[src/rtl/mmv_to_mmb_bridge_if.sv]
// Word/burst memory-mapped bus shared by both sides of the bridge.
// On the slave-side bus bcnt is unused (single-word transfers only).
interface mmv_to_mmb_bridge_if #(
    parameter int AWIDTH = 4,
    parameter int DWIDTH = 8,
    parameter int BWIDTH = 4
);
    logic [AWIDTH-1:0] addr;
    logic [BWIDTH-1:0] bcnt;
    logic              wreq;
    logic [DWIDTH-1:0] wdat;
    logic              rreq;
    logic [DWIDTH-1:0] rdat;
    logic              rval;
    logic              busy;

    modport master (
        output addr, bcnt, wreq, wdat, rreq,
        input  rdat, rval, busy
    );

    modport slave (
        input  addr, wreq, wdat, rreq,
        output rdat, rval, busy
    );
endinterface

[src/rtl/mmv_to_mmb_bridge.sv]
// Single-word slave to burst master bridge: contiguous writes are gathered in a
// show-ahead FIFO and flushed as one burst; reads become 1-word bursts.
module mmv_to_mmb_bridge #(
    parameter int    AWIDTH  = 4,
    parameter int    DWIDTH  = 8,
    parameter int    BWIDTH  = 4,
    parameter string RAMTYPE = "AUTO"
) (
    input  logic                  clk,
    input  logic                  reset,
    mmv_to_mmb_bridge_if.slave    s_bus,
    mmv_to_mmb_bridge_if.master   m_bus
);

    localparam logic [1:0] IDLE    = 2'd0;
    localparam logic [1:0] COLLECT = 2'd1;
    localparam logic [1:0] WBURST  = 2'd2;
    localparam logic [1:0] RREQ    = 2'd3;

    localparam int              DEPTH = 2 ** BWIDTH;
    localparam logic [BWIDTH-1:0] MAXB = '1;
    // Wide enough that start+cnt never wraps, so a burst cannot cross the top address.
    localparam int              SW    = ((AWIDTH > BWIDTH) ? AWIDTH : BWIDTH) + 1;

    logic [1:0]        state_q, state_d;
    logic [AWIDTH-1:0] start_q, start_d;
    logic [AWIDTH-1:0] raddr_q, raddr_d;
    logic [BWIDTH-1:0] cnt_q, cnt_d;
    logic [BWIDTH-1:0] beat_q, beat_d;
    logic [BWIDTH-1:0] wr_ptr_q, rd_ptr_q;
    logic [DWIDTH-1:0] head;
    logic [SW-1:0]     next_addr;
    logic              append;
    logic              push, pop;
    logic              busy, wreq, rreq;

    assign next_addr = SW'(start_q) + SW'(cnt_q);
    assign append    = s_bus.wreq && (SW'(s_bus.addr) == next_addr) && (cnt_q != MAXB);

    always_comb begin
        state_d = state_q;
        start_d = start_q;
        raddr_d = raddr_q;
        cnt_d   = cnt_q;
        beat_d  = beat_q;
        push    = 1'b0;
        pop     = 1'b0;
        busy    = 1'b1;
        wreq    = 1'b0;
        rreq    = 1'b0;
        case (state_q)
            IDLE: begin
                busy = 1'b0;
                if (s_bus.wreq) begin
                    push    = 1'b1;
                    start_d = s_bus.addr;
                    cnt_d   = BWIDTH'(1);
                    state_d = COLLECT;
                end else if (s_bus.rreq) begin
                    raddr_d = s_bus.addr;
                    state_d = RREQ;
                end
            end
            COLLECT: begin
                if (append) begin
                    busy  = 1'b0;
                    push  = 1'b1;
                    cnt_d = cnt_q + 1'b1;
                end else begin
                    beat_d  = '0;
                    state_d = WBURST;
                end
            end
            WBURST: begin
                wreq = 1'b1;
                if (!m_bus.busy) begin
                    pop    = 1'b1;
                    beat_d = beat_q + 1'b1;
                    if (beat_q == cnt_q - 1'b1) begin
                        state_d = IDLE;
                    end
                end
            end
            RREQ: begin
                rreq = 1'b1;
                if (!m_bus.busy) begin
                    state_d = IDLE;
                end
            end
            default: state_d = IDLE;
        endcase
    end

    always_ff @(posedge clk) begin
        if (reset) begin
            state_q  <= IDLE;
            cnt_q    <= '0;
            beat_q   <= '0;
            wr_ptr_q <= '0;
            rd_ptr_q <= '0;
        end else begin
            state_q <= state_d;
            cnt_q   <= cnt_d;
            beat_q  <= beat_d;
            if (push) wr_ptr_q <= wr_ptr_q + 1'b1;
            if (pop)  rd_ptr_q <= rd_ptr_q + 1'b1;
        end
    end

    always_ff @(posedge clk) begin
        start_q <= start_d;
        raddr_q <= raddr_d;
    end

    // "LOGIC" keeps the buffer in flops; any other value is passed to the RAM inferencer.
    if (RAMTYPE == "LOGIC") begin : g_flops
        (* ramstyle = "logic" *) logic [DWIDTH-1:0] mem [DEPTH];
        always_ff @(posedge clk) begin
            if (push) mem[wr_ptr_q] <= s_bus.wdat;
        end
        assign head = mem[rd_ptr_q];
    end else begin : g_ram
        (* ramstyle = RAMTYPE *) logic [DWIDTH-1:0] mem [DEPTH];
        always_ff @(posedge clk) begin
            if (push) mem[wr_ptr_q] <= s_bus.wdat;
        end
        assign head = mem[rd_ptr_q];
    end

    // Master outputs are zero outside the states that own them.
    assign m_bus.addr = (state_q == WBURST) ? start_q :
                        (state_q == RREQ)   ? raddr_q : '0;
    assign m_bus.bcnt = (state_q == WBURST) ? cnt_q :
                        (state_q == RREQ)   ? BWIDTH'(1) : '0;
    assign m_bus.wdat = (state_q == WBURST) ? head : '0;
    assign m_bus.wreq = wreq;
    assign m_bus.rreq = rreq;

    assign s_bus.busy = busy;
    assign s_bus.rdat = m_bus.rdat;
    assign s_bus.rval = m_bus.rval;

endmodule

[src/flat_wrapper.sv]
// flat-port wrapper written by rule: the top's interface ports become plain ports
module mmv_to_mmb_bridge_flat 
#(
    parameter int    AWIDTH  = 4,
    parameter int    DWIDTH  = 8,
    parameter int    BWIDTH  = 4,
    parameter string RAMTYPE = "    "
)
  (clk, reset, s_bus_addr, s_bus_wreq, s_bus_wdat, s_bus_rreq, s_bus_rdat, s_bus_rval, s_bus_busy, m_bus_addr, m_bus_bcnt, m_bus_wreq, m_bus_wdat, m_bus_rreq, m_bus_rdat, m_bus_rval, m_bus_busy);
  mmv_to_mmb_bridge_if #(.AWIDTH(AWIDTH), .DWIDTH(DWIDTH), .BWIDTH(BWIDTH)) s_bus_i ();
  mmv_to_mmb_bridge_if #(.AWIDTH(AWIDTH), .DWIDTH(DWIDTH), .BWIDTH(BWIDTH)) m_bus_i ();
  input  logic clk;
  input  logic reset;
  input wire logic [$bits(s_bus_i.addr)-1:0] s_bus_addr;
  input wire logic [$bits(s_bus_i.wreq)-1:0] s_bus_wreq;
  input wire logic [$bits(s_bus_i.wdat)-1:0] s_bus_wdat;
  input wire logic [$bits(s_bus_i.rreq)-1:0] s_bus_rreq;
  output wire logic [$bits(s_bus_i.rdat)-1:0] s_bus_rdat;
  output wire logic [$bits(s_bus_i.rval)-1:0] s_bus_rval;
  output wire logic [$bits(s_bus_i.busy)-1:0] s_bus_busy;
  output wire logic [$bits(m_bus_i.addr)-1:0] m_bus_addr;
  output wire logic [$bits(m_bus_i.bcnt)-1:0] m_bus_bcnt;
  output wire logic [$bits(m_bus_i.wreq)-1:0] m_bus_wreq;
  output wire logic [$bits(m_bus_i.wdat)-1:0] m_bus_wdat;
  output wire logic [$bits(m_bus_i.rreq)-1:0] m_bus_rreq;
  input wire logic [$bits(m_bus_i.rdat)-1:0] m_bus_rdat;
  input wire logic [$bits(m_bus_i.rval)-1:0] m_bus_rval;
  input wire logic [$bits(m_bus_i.busy)-1:0] m_bus_busy;
  assign s_bus_i.addr = s_bus_addr;
  assign s_bus_i.wreq = s_bus_wreq;
  assign s_bus_i.wdat = s_bus_wdat;
  assign s_bus_i.rreq = s_bus_rreq;
  assign s_bus_rdat = s_bus_i.rdat;
  assign s_bus_rval = s_bus_i.rval;
  assign s_bus_busy = s_bus_i.busy;
  assign m_bus_addr = m_bus_i.addr;
  assign m_bus_bcnt = m_bus_i.bcnt;
  assign m_bus_wreq = m_bus_i.wreq;
  assign m_bus_wdat = m_bus_i.wdat;
  assign m_bus_rreq = m_bus_i.rreq;
  assign m_bus_i.rdat = m_bus_rdat;
  assign m_bus_i.rval = m_bus_rval;
  assign m_bus_i.busy = m_bus_busy;
  mmv_to_mmb_bridge #(.AWIDTH(AWIDTH), .DWIDTH(DWIDTH), .BWIDTH(BWIDTH), .RAMTYPE(RAMTYPE)) u_core (.clk(clk), .reset(reset), .s_bus(s_bus_i), .m_bus(m_bus_i));
endmodule
[config.mk]
export PLATFORM = sky130hd
export DESIGN_NAME = mmv_to_mmb_bridge_flat
export DESIGN_NICKNAME = d
export VERILOG_FILES = /design/src/rtl/mmv_to_mmb_bridge_if.sv /design/src/rtl/mmv_to_mmb_bridge.sv /design/src/flat_wrapper.sv
export SDC_FILE = /design/constraint.sdc
export NUM_CORES = 1
export LEC_CHECK = 0
export BUFFER_PORTS_ARGS = -buffer_cell sky130_fd_sc_hd__buf_2
export CAP_MARGIN = 10
export CORE_MARGIN = 2
export CORE_UTILIZATION = 60
export CTS_BUF_LIST = sky130_fd_sc_hd__clkbuf_4 sky130_fd_sc_hd__clkbuf_8
export CTS_CLUSTER_DIAMETER = 200
export DETAILED_ROUTE_END_ITERATION = 16
export PLACE_DENSITY = 0.8
export SLEW_MARGIN = 20
export SYNTH_ARGS = -nofsm -noshare
export SYNTH_HDL_FRONTEND = slang
export SYNTH_SLANG_ARGS = --single-unit
export TNS_END_PERCENT = 10
[constraint.sdc]
create_clock -name clk -period 4 [get_ports clk]
set_clock_uncertainty 0.1 [all_clocks]
set_input_delay 0 -clock clk [delete_from_list [all_inputs] [get_ports clk]]
set_output_delay 0 -clock clk [all_outputs]
set_load 0.005 [all_outputs]
* After elaboration in Yosys (flattened, before gate mapping) *
Memories as Yosys holds them, arrays and structs flattened. A register that Yosys moved wholly into a read port is not among the register bits.
Index checks and enable logic that the tools add are counted.

cells by class
  reduce and logical (&&, ||, !) cells = 10
  equality and inequality tests = 13
  bitwise operators = 1
  muxes and demuxes = 31
  add/subtract/negate cells = 6

operators by type and width
  kind                                                                     count
  4-bit two-way mux                                                        9
  4-bit by 1-bit adder with 4-bit output, second input constant            4
  4-bit one-hot mux with 2 select lines                                    2
  2-bit two-way mux                                                        6
  1-bit two-way mux                                                        10
  3-bit AND reduction                                                      3
  8-bit two-way mux                                                        1
  2-bit inequality test, second input constant                             4
  2-bit one-hot mux with 4 select lines                                    1
  4-bit by 4-bit adder with 5-bit output                                   1
  4-bit by 5-bit equality test with 1-bit output                           1
  5-bit AND reduction                                                      1
  2-bit equality test, second input constant                               2
  4-bit equality test                                                      1
  2-bit by 1-bit inequality test with 1-bit output, second input constant  2
  4-bit inequality test, second input constant                             1
  1-bit one-hot mux with 2 select lines                                    2
  2-bit nonzero test                                                       2
  4-bit by 1-bit subtractor with 4-bit output, second input constant       1
  3-bit inequality test, second input constant                             1
  2-bit by 1-bit equality test with 1-bit output, second input constant    1
  1-bit logical AND                                                        2
  2-bit logical NOT                                                        1
  2-bit AND reduction                                                      1
  1-bit NOT                                                                1

word-level totals
  RAM bits = 128
  output and inout bits = 28
  memories kept = 1
  logic and storage cells = 69
  input bits = 26
  register bits after elaboration = 26

memory list
  name              depth  bits a word  read ports  clocked after memory_dff  wr ports  line                      RTL
  u_core.g_ram.mem  16     8            1           1                         1         mmv_to_mmb_bridge.sv:123  (* ramstyle = RAMTYPE *) logic [DWIDTH-1:0] mem [DEPTH];

* Logic depth before layout (Yosys ltp) *
Gate-level depths: netlist of the first run.

  word-level depth = 8
  gate-level depth with buffers = 8

* Worst setup path before layout of the first run *
No wires, ideal clock.

  kind = register -> register
  start = register u_core.start_q[0]
  end = memory u_core.g_ram.mem[0][0], enable pin
  data required time = 3.517 ns
  library setup time = 0.383 ns
  stages on the path, launching flop included = 9
  path slack = 0.785 ns
  arrival = 2.731 ns
  period minus slack after synthesis = 3.215 ns
  cell sequence = edfxtp_1 -> ha_1 -> fa_1 -> xor2_1 -> nor4_1 -> nand4_1 -> o21bai_2 -> nand2_1 -> nor3_1

on the way
  word-level cells in the longest chain between the ends = 8

RTL lines
  element                                         line                      RTL
  start, declared                                 mmv_to_mmb_bridge.sv:26   logic [AWIDTH-1:0] start_q, start_d;
  start signal, assigned                          mmv_to_mmb_bridge.sv:111  start_q <= start_d;
  4-bit by 4-bit adder with 5-bit output          mmv_to_mmb_bridge.sv:37   assign next_addr = SW'(start_q) + SW'(cnt_q);
  4-bit by 5-bit equality test with 1-bit output  mmv_to_mmb_bridge.sv:38   assign append = s_bus.wreq && (SW'(s_bus.addr) == next_addr) && (cnt_q != MAXB);
  1-bit logical AND (2 in series)                 mmv_to_mmb_bridge.sv:38
  1-bit two-way mux                               mmv_to_mmb_bridge.sv:65   if (append) begin
  1-bit one-hot mux with 2 select lines           mmv_to_mmb_bridge.sv:51   case (state_q)
  1-bit two-way mux                               mmv_to_mmb_bridge.sv:125  if (push) mem[wr_ptr_q] <= s_bus.wdat;
  1-bit two-way mux (not written as such)         mmv_to_mmb_bridge.sv:125
  end, declared                                   mmv_to_mmb_bridge.sv:123

Every way passes these cells.

* Worst setup path in the final report of the first run *
  start = register u_core.cnt_q[0]
  end = memory u_core.g_ram.mem[13][6], enable pin

on the way
  word-level cells in the longest chain between the ends = 8
  elaborated cells between the ends (all ways) = 9
  classes of those cells = add/sub (1); eq/ne (2); mux (4); reduce/logical (2)

RTL lines
  element                                         line                      RTL
  start, declared                                 mmv_to_mmb_bridge.sv:28   logic [BWIDTH-1:0] cnt_q, cnt_d;
  start signal, assigned                          mmv_to_mmb_bridge.sv:103  cnt_q <= cnt_d;
  4-bit by 4-bit adder with 5-bit output          mmv_to_mmb_bridge.sv:37
  4-bit by 5-bit equality test with 1-bit output  mmv_to_mmb_bridge.sv:38
  1-bit logical AND                               mmv_to_mmb_bridge.sv:38
  1-bit logical AND *                             mmv_to_mmb_bridge.sv:38
  1-bit two-way mux *                             mmv_to_mmb_bridge.sv:65
  1-bit one-hot mux with 2 select lines *         mmv_to_mmb_bridge.sv:51
  1-bit two-way mux *                             mmv_to_mmb_bridge.sv:125
  1-bit two-way mux (not written as such) *       mmv_to_mmb_bridge.sv:125

Mark *: on every way between the ends. The rest lies on a longest branch, timed or not.

==> results of run 1 <==
routing by layer:
metal	track usage	share of wire	up-vias
met2	0.375	0.51	106
li1	-	-	1618
met3	0.0544	0.045	17
met5	0	0	-
met4	0.101	0.015	0
met1	0.305	0.43	1761
cell families after synthesis:
| kind of cell | after synthesis | synth area share |
|---|---|---|
| buffers and inverters | 33 | 0.0276 |
| AOI/OAI and AO/OA | 18 | 0.0187 |
| and+or+nand+nor | 96 | 0.0734 |
| muxes | 49 | 0.150 |
| DFF | 158 | 0.682 |
| adders and majority gates | 13 | 0.0257 |
| xor gates and xnor gates | 17 | 0.0225 |
registers in the layout, indices dropped and copies added, names as in the netlist, named ones only:
register / cells
u_core.g_ram.mem: 128
u_core.raddr_q: 4
u_core.rd_ptr_q: 4
u_core.start_q: 4
u_core.state_q: 2
u_core.cnt_q: 4
u_core.beat_q: 4
u_core.wr_ptr_q: 4
stage by stage:
stage | power (W) | area, um2 | util | hold slack (ns)
6_report | 0.00327 | 7570 | 0.701 | 0.214
2_1_floorplan | 0.00208 | 6630 | - | -0.0192
4_1_cts | 0.00330 | 7570 | 0.701 | 0.179
3_5_place_dp | 0.00218 | 6910 | 0.640 | -0.100
3_3_place_gp | 0.00217 | 6910 | 0.640 | -0.100
5_1_grt | 0.00339 | 7570 | 0.701 | 0.198
cells in the final DEF, fill, tap and decap left out, types with 2 or more instances in the layout:
| cell type | n |
|---|---|
| and3_1 | 2 |
| dlygate4sd3_1 | 28 |
| clkinv_2 | 3 |
| a211oi_1 | 2 |
| or2_2 | 2 |
| xor2_1 | 10 |
| mux2i_1 | 7 |
| clkinv_4 | 3 |
| o21a_1 | 2 |
| nor2_1 | 31 |
| bufinv_16 | 2 |
| buf_4 | 11 |
| nand2_1 | 11 |
| nor2b_1 | 6 |
| mux4_2 | 40 |
| inv_1 | 7 |
| dfxtp_1 | 21 |
| buf_2 | 35 |
| or3_1 | 4 |
| o21ai_0 | 3 |
| clkinvlp_4 | 4 |
| and2_1 | 11 |
| ha_1 | 12 |
| a21oi_1 | 4 |
| a31oi_1 | 2 |
| edfxtp_1 | 136 |
| xnor2_1 | 7 |
| nand3_1 | 5 |
| mux2_2 | 2 |
| nor3_1 | 9 |
| clkbuf_8 | 17 |
| nand4_1 | 5 |
| clkinv_1 | 2 |
| nand2b_1 | 5 |
area by class of cell:
type                            instances  area [um2]  area share
Inverter                                7        26.3     0.00347
Tap cell                              140         175      0.0231
Clock inverter                         15         148      0.0195
Timing Repair Buffer                   74         538      0.0711
Multi-Input combinational cell        193        1920       0.254
Sequential cell                       158        4530       0.598
Clock buffer                           17         234      0.0309
power by group through the flow:
| stage | clock network, W | registers (W) | logic (W) |
|---|---|---|---|
| CTS | 0.00113 | 0.00186 | 0.000310 |
| global route | 0.00119 | 0.00186 | 0.000339 |
| global placement | 0 | 0.00189 | 0.000274 |
| finish | 0.00111 | 0.00186 | 0.000307 |
| detailed placement | 0 | 0.00189 | 0.000283 |
| floorplan | 0 | 0.00187 | 0.000211 |
path summary, 6_finish.rpt:
check,start,end,slack (ns),cells after the start
max,u_core.cnt_q[0],u_core.g_ram.mem[13][6],0.41,8
min,s_bus_addr[3],u_core.raddr_q[3],0.21,2
max reg2reg,u_core.cnt_q[0],u_core.g_ram.mem[13][6],0.41,8
min reg2reg,u_core.rd_ptr_q[1],u_core.rd_ptr_q[1],0.43,2
timing repair:
action | in CTS | in global routing
hold buffers | 28 | 0
endpoints found under the hold margin | 170 | 0
endpoints found under the setup margin | 0 | 0
critical path: cells and delay by family, from the launching register on:
kind	cells	cell delay [ns]
compound gates	1	0.39
xor+xnor	1	0.17
fa+ha+maj	2	0.68
flops	1	0.52
simple gates	4	1.37
==> results.toml, run 1 <==
[global_routing]
grt_overflow = 0
grt_util_all_layers = 0.233
grt_max_degree = 33
grt_pass1_wl_um = 19500
grt_pass1_vias = 3558
antenna_found_initial = 0

[power]
seq_power_share = 0.567
ir_drop_mv = 0.220
p_leak_nw = 2.58
p_switching_w = 0.000744
p_int_w = 0.00253
sw_frac_of_total = 0.227
clkPwrFrac = 0.339
cellPowerDensity_nw_per_um2 = 432
pwr-share-comb = 0.094

[die]
die_w_um = 109
core_area_um2 = 10800
num_io_pins = 54
die-area_um2 = 11900
start_util = 0.614
die_h_um = 109
placementRows = 38

[worst_setup_path]
cp_slowest_stage_delay_ns = 0.62
start_kind = "register"
critPathMaxFanout = 9
end_kind = "register"
arrival_ns = 3.57
required_ns = 3.98
path_cells = "ha_1 -> fa_1 -> xor2_1 -> nor4_1 -> nand4_1 -> o21bai_2 -> nand2_1 -> nor2_1"
criticalPathCategory = "register to register"
cp_slowest_cell = "nor2_1"

[yosys]
synth_fp_nets = 423
synthFlopType = "edfxtp_1"
yosysMostFrequentCell = "edfxtp_1"
async_flop_share = 0
synth_top_area_share = 0.616
yosysWarnings = 0
ys_seq_area_frac = 0.682
synth.area.top_cells = "edfxtp_1, mux4_2, dfxtp_1"
synth_edf_count = 136
syn-cell-area_um2 = 6630
synthTopCellsByCount = "edfxtp_1, mux4_2, nor2_1"
synthCells = 384
avgSynthCellArea_um2 = 17.3
ys_types = 41
ys_ff_latch = 158
yosysTopAreaCell = "edfxtp_1"

[run]
drv_cap = 0

[timing]
setup_tns_ns = 0
worst_pin_slew_ns = 0.879
timing.final.max_slew_violations = 0
final.min_clock_period_ns = 3.59
worst_slack_ns = 0.407
period_share = 0.898
setup_viol = 0
finalHoldViolCount = 0
rsz0062_at_grt = "no"
max_slew_margin = 0.406
max_freq_ghz = 0.278

[place]
placedCellCount = 544
dp_hpwl_um = 8390
dp_slack_ns = 0.422
place_congestion = 0.795
placement.io_buffers = 35

[clocking]
cts_setup_buffers = 0
cts_tree = "yes"
cts.path.max_buffers = 2
cts_sinks = 158
htreeDepth = 4
cts.clk_slew.worst_paths_ns = 0.08
cts_buffers = 17
cts-root-buf = "clkbuf_8"
cts_resized = 0
clk_latency_ns = 0.44

[final_layout]
drive_gt1_frac = 0.265
synthToLayoutAreaGrowth_pct = 14.2
nets = 490
antenna_cells = 0
final_cells = 604
n_fill_cell = 654

[min_path]
min_path_type = "input port to register"

[detailed_routing]
wl_um = 12400
drt_pre_antenna_iters = 5
antenna_left = 0
vias_per_cell = 5.80
drtIter0Drc = 269
wl_per_cell_um = 20.5
drcViolationCount = 0
dr_total_vias = 3502

[status]
status = "completed"
Note: power is estimated with default switching activity, not from simulation.
==> inputs of run 2 (changes only) <==
--- a/config.mk
+++ b/config.mk
@@ -12,7 +12,7 @@
 export CTS_BUF_LIST = sky130_fd_sc_hd__clkbuf_4 sky130_fd_sc_hd__clkbuf_8
 export CTS_CLUSTER_DIAMETER = 200
 export DETAILED_ROUTE_END_ITERATION = 16
-export PLACE_DENSITY = 0.8
+export PLACE_DENSITY = 0.89
 export SLEW_MARGIN = 20
 export SYNTH_ARGS = -nofsm -noshare
 export SYNTH_HDL_FRONTEND = slang
==> results.toml, run 2 (synthesis gave the netlist of run 1 again) <==
[detailed_routing]
vias_per_cell = 6.24
drcViolationCount = 0
drt_pre_antenna_iters = 5
dr_total_vias = 3761
wl_per_cell_um = 23.2
drtIter0Drc = 549
wl_um = 14000
antenna_left = 0

[worst_setup_path]
critPathMaxFanout = 9
end_kind = "register"
start_kind = "register"
criticalPathCategory = "register to register"
required_ns = 3.97
arrival_ns = 3.43

[place]
placement.io_buffers = 35
place_congestion = 0.839
dp_hpwl_um = 9180

[run]
drv_cap = 0

[clocking]
cts_buffers = 17
cts_tree = "yes"
cts.clk_slew.worst_paths_ns = 0.08
htreeDepth = 4
ctsHoldBuffers = 28
cts-root-buf = "clkbuf_8"
cts_resized = 0
clk_latency_ns = 0.44
cts_setup_buffers = 0
cts_sinks = 158
cts.path.max_buffers = 2

[power]
cellPowerDensity_nw_per_um2 = 444
clkPwrFrac = 0.354
p_int_w = 0.00260
ir_drop_mv = 0.214
seq_power_share = 0.552
p_leak_nw = 2.59
sw_frac_of_total = 0.228
pwr-share-comb = 0.094
p_switching_w = 0.000767

[final_layout]
top_register = "u_core.g_ram.mem"
largest_reg_flops = 128
nets = 489
synthToLayoutAreaGrowth_pct = 14.5
drive_gt1_frac = 0.266
most-common-layout-cells = "edfxtp_1, mux4_2, buf_2, nor2_1, dlygate4sd3_1"
layout_commonest_cell = "edfxtp_1"
antenna_cells = 0
n_fill_cell = 609

[global_routing]
grt_util_all_layers = 0.257
grt_pass1_wl_um = 21300
grt_pass1_vias = 3661
antenna_found_initial = 0
grt_max_degree = 33
grt_overflow = 0

[die]
die_h_um = 109
core_area_um2 = 10800
die_w_um = 109
num_io_pins = 54
start_util = 0.614
placementRows = 38
die-area_um2 = 11900

[min_path]
min_path_type = "input port to register"

[timing]
setup_viol = 0
max_slew_margin = 0.430
worst_pin_slew_ns = 0.843
setup_tns_ns = 0
period_share = 0.865
max_freq_ghz = 0.289
final.min_clock_period_ns = 3.46
finalHoldViolCount = 0
timing.final.max_slew_violations = 0
rsz0062_at_grt = "no"
hold_ws_ns = 0.207

[status]
status = "completed"
[run 2: changes by cell type in the layout (fill, tap and decap cells not counted), sizes merged]
| cell | change |
|---|---|
| clkinvlp | -2 |
| buf | -1 |
| bufinv | +1 |
| clkbuf | +1 |
[run 2: worst paths after layout]
check,end,cells past startpoint,slack (ns),from
max,u_core.g_ram.mem[12][7],8,0.54,u_core.cnt_q[0]
min reg2reg,register,2,0.46,u_core.rd_ptr_q[1]
max reg2reg,u_core.g_ram.mem[12][7],8,0.54,u_core.cnt_q[0]
min,u_core.raddr_q[3],2,0.21,s_bus_addr[3]
[run 2: critical path, stage by stage (launching register included)]
cell and delay [ns]:
dfxtp_1 0.54, ha_1 0.25, fa_1 0.43, xor2_1 0.17, nor4_1 0.35, nand4_1 0.19
o21bai_2 0.25, nand2_1 0.19, nor2_1 0.62
[run 2: routing by layer]
| metal | vias up | track usage | routed length [um] | part of all wire |
|---|---|---|---|---|
| li1 | 1607 | - | - | - |
| met1 | 1901 | 0.332 | 5440 | 0.39 |
| met2 | 221 | 0.417 | 7170 | 0.51 |
| met3 | 32 | 0.0723 | 1080 | 0.077 |
| met4 | 0 | 0.0980 | 289 | 0.021 |
| met5 | - | 0 | 0 | 0 |
[run 2: through the flow]
| stage | setup slack [ns] | cells | instance area (um2) | power [W] | util |
|---|---|---|---|---|---|
| final | 0.541 | 603 | 7590 | 0.00337 | 0.703 |
| after global routing | 0.313 | 603 | 7590 | 0.00347 | 0.703 |
| after CTS | 0.599 | 603 | 7590 | 0.00338 | 0.703 |
| after detailed placement | 0.585 | 543 | 6900 | 0.00218 | 0.639 |
| after global placement | 0.728 | 543 | 6900 | 0.00217 | 0.639 |
| after floorplan | 0.785 | 384 | 6630 | 0.00208 | - |
[run 2: power groups by stage]
| stage | logic, W | registers, W | clock network, W |
|---|---|---|---|
| finish | 0.000316 | 0.00186 | 0.00119 |
| global route | 0.000342 | 0.00186 | 0.00126 |
| CTS | 0.000314 | 0.00186 | 0.00120 |
| detailed placement | 0.000286 | 0.00190 | 0 |
| global placement | 0.000274 | 0.00189 | 0 |
| floorplan | 0.000211 | 0.00187 | 0 |
[run 2: final cells by class]
| class | count | area [um2] | area share |
|---|---|---|---|
| Clock buffer | 18 | 241 | 0.0318 |
| Timing Repair Buffer | 73 | 531 | 0.0699 |
| Sequential cell | 158 | 4530 | 0.596 |
| Inverter | 7 | 26.3 | 0.00346 |
| Clock inverter | 14 | 168 | 0.0221 |
| Multi-Input combinational cell | 193 | 1920 | 0.253 |
| Tap cell | 140 | 175 | 0.0231 |
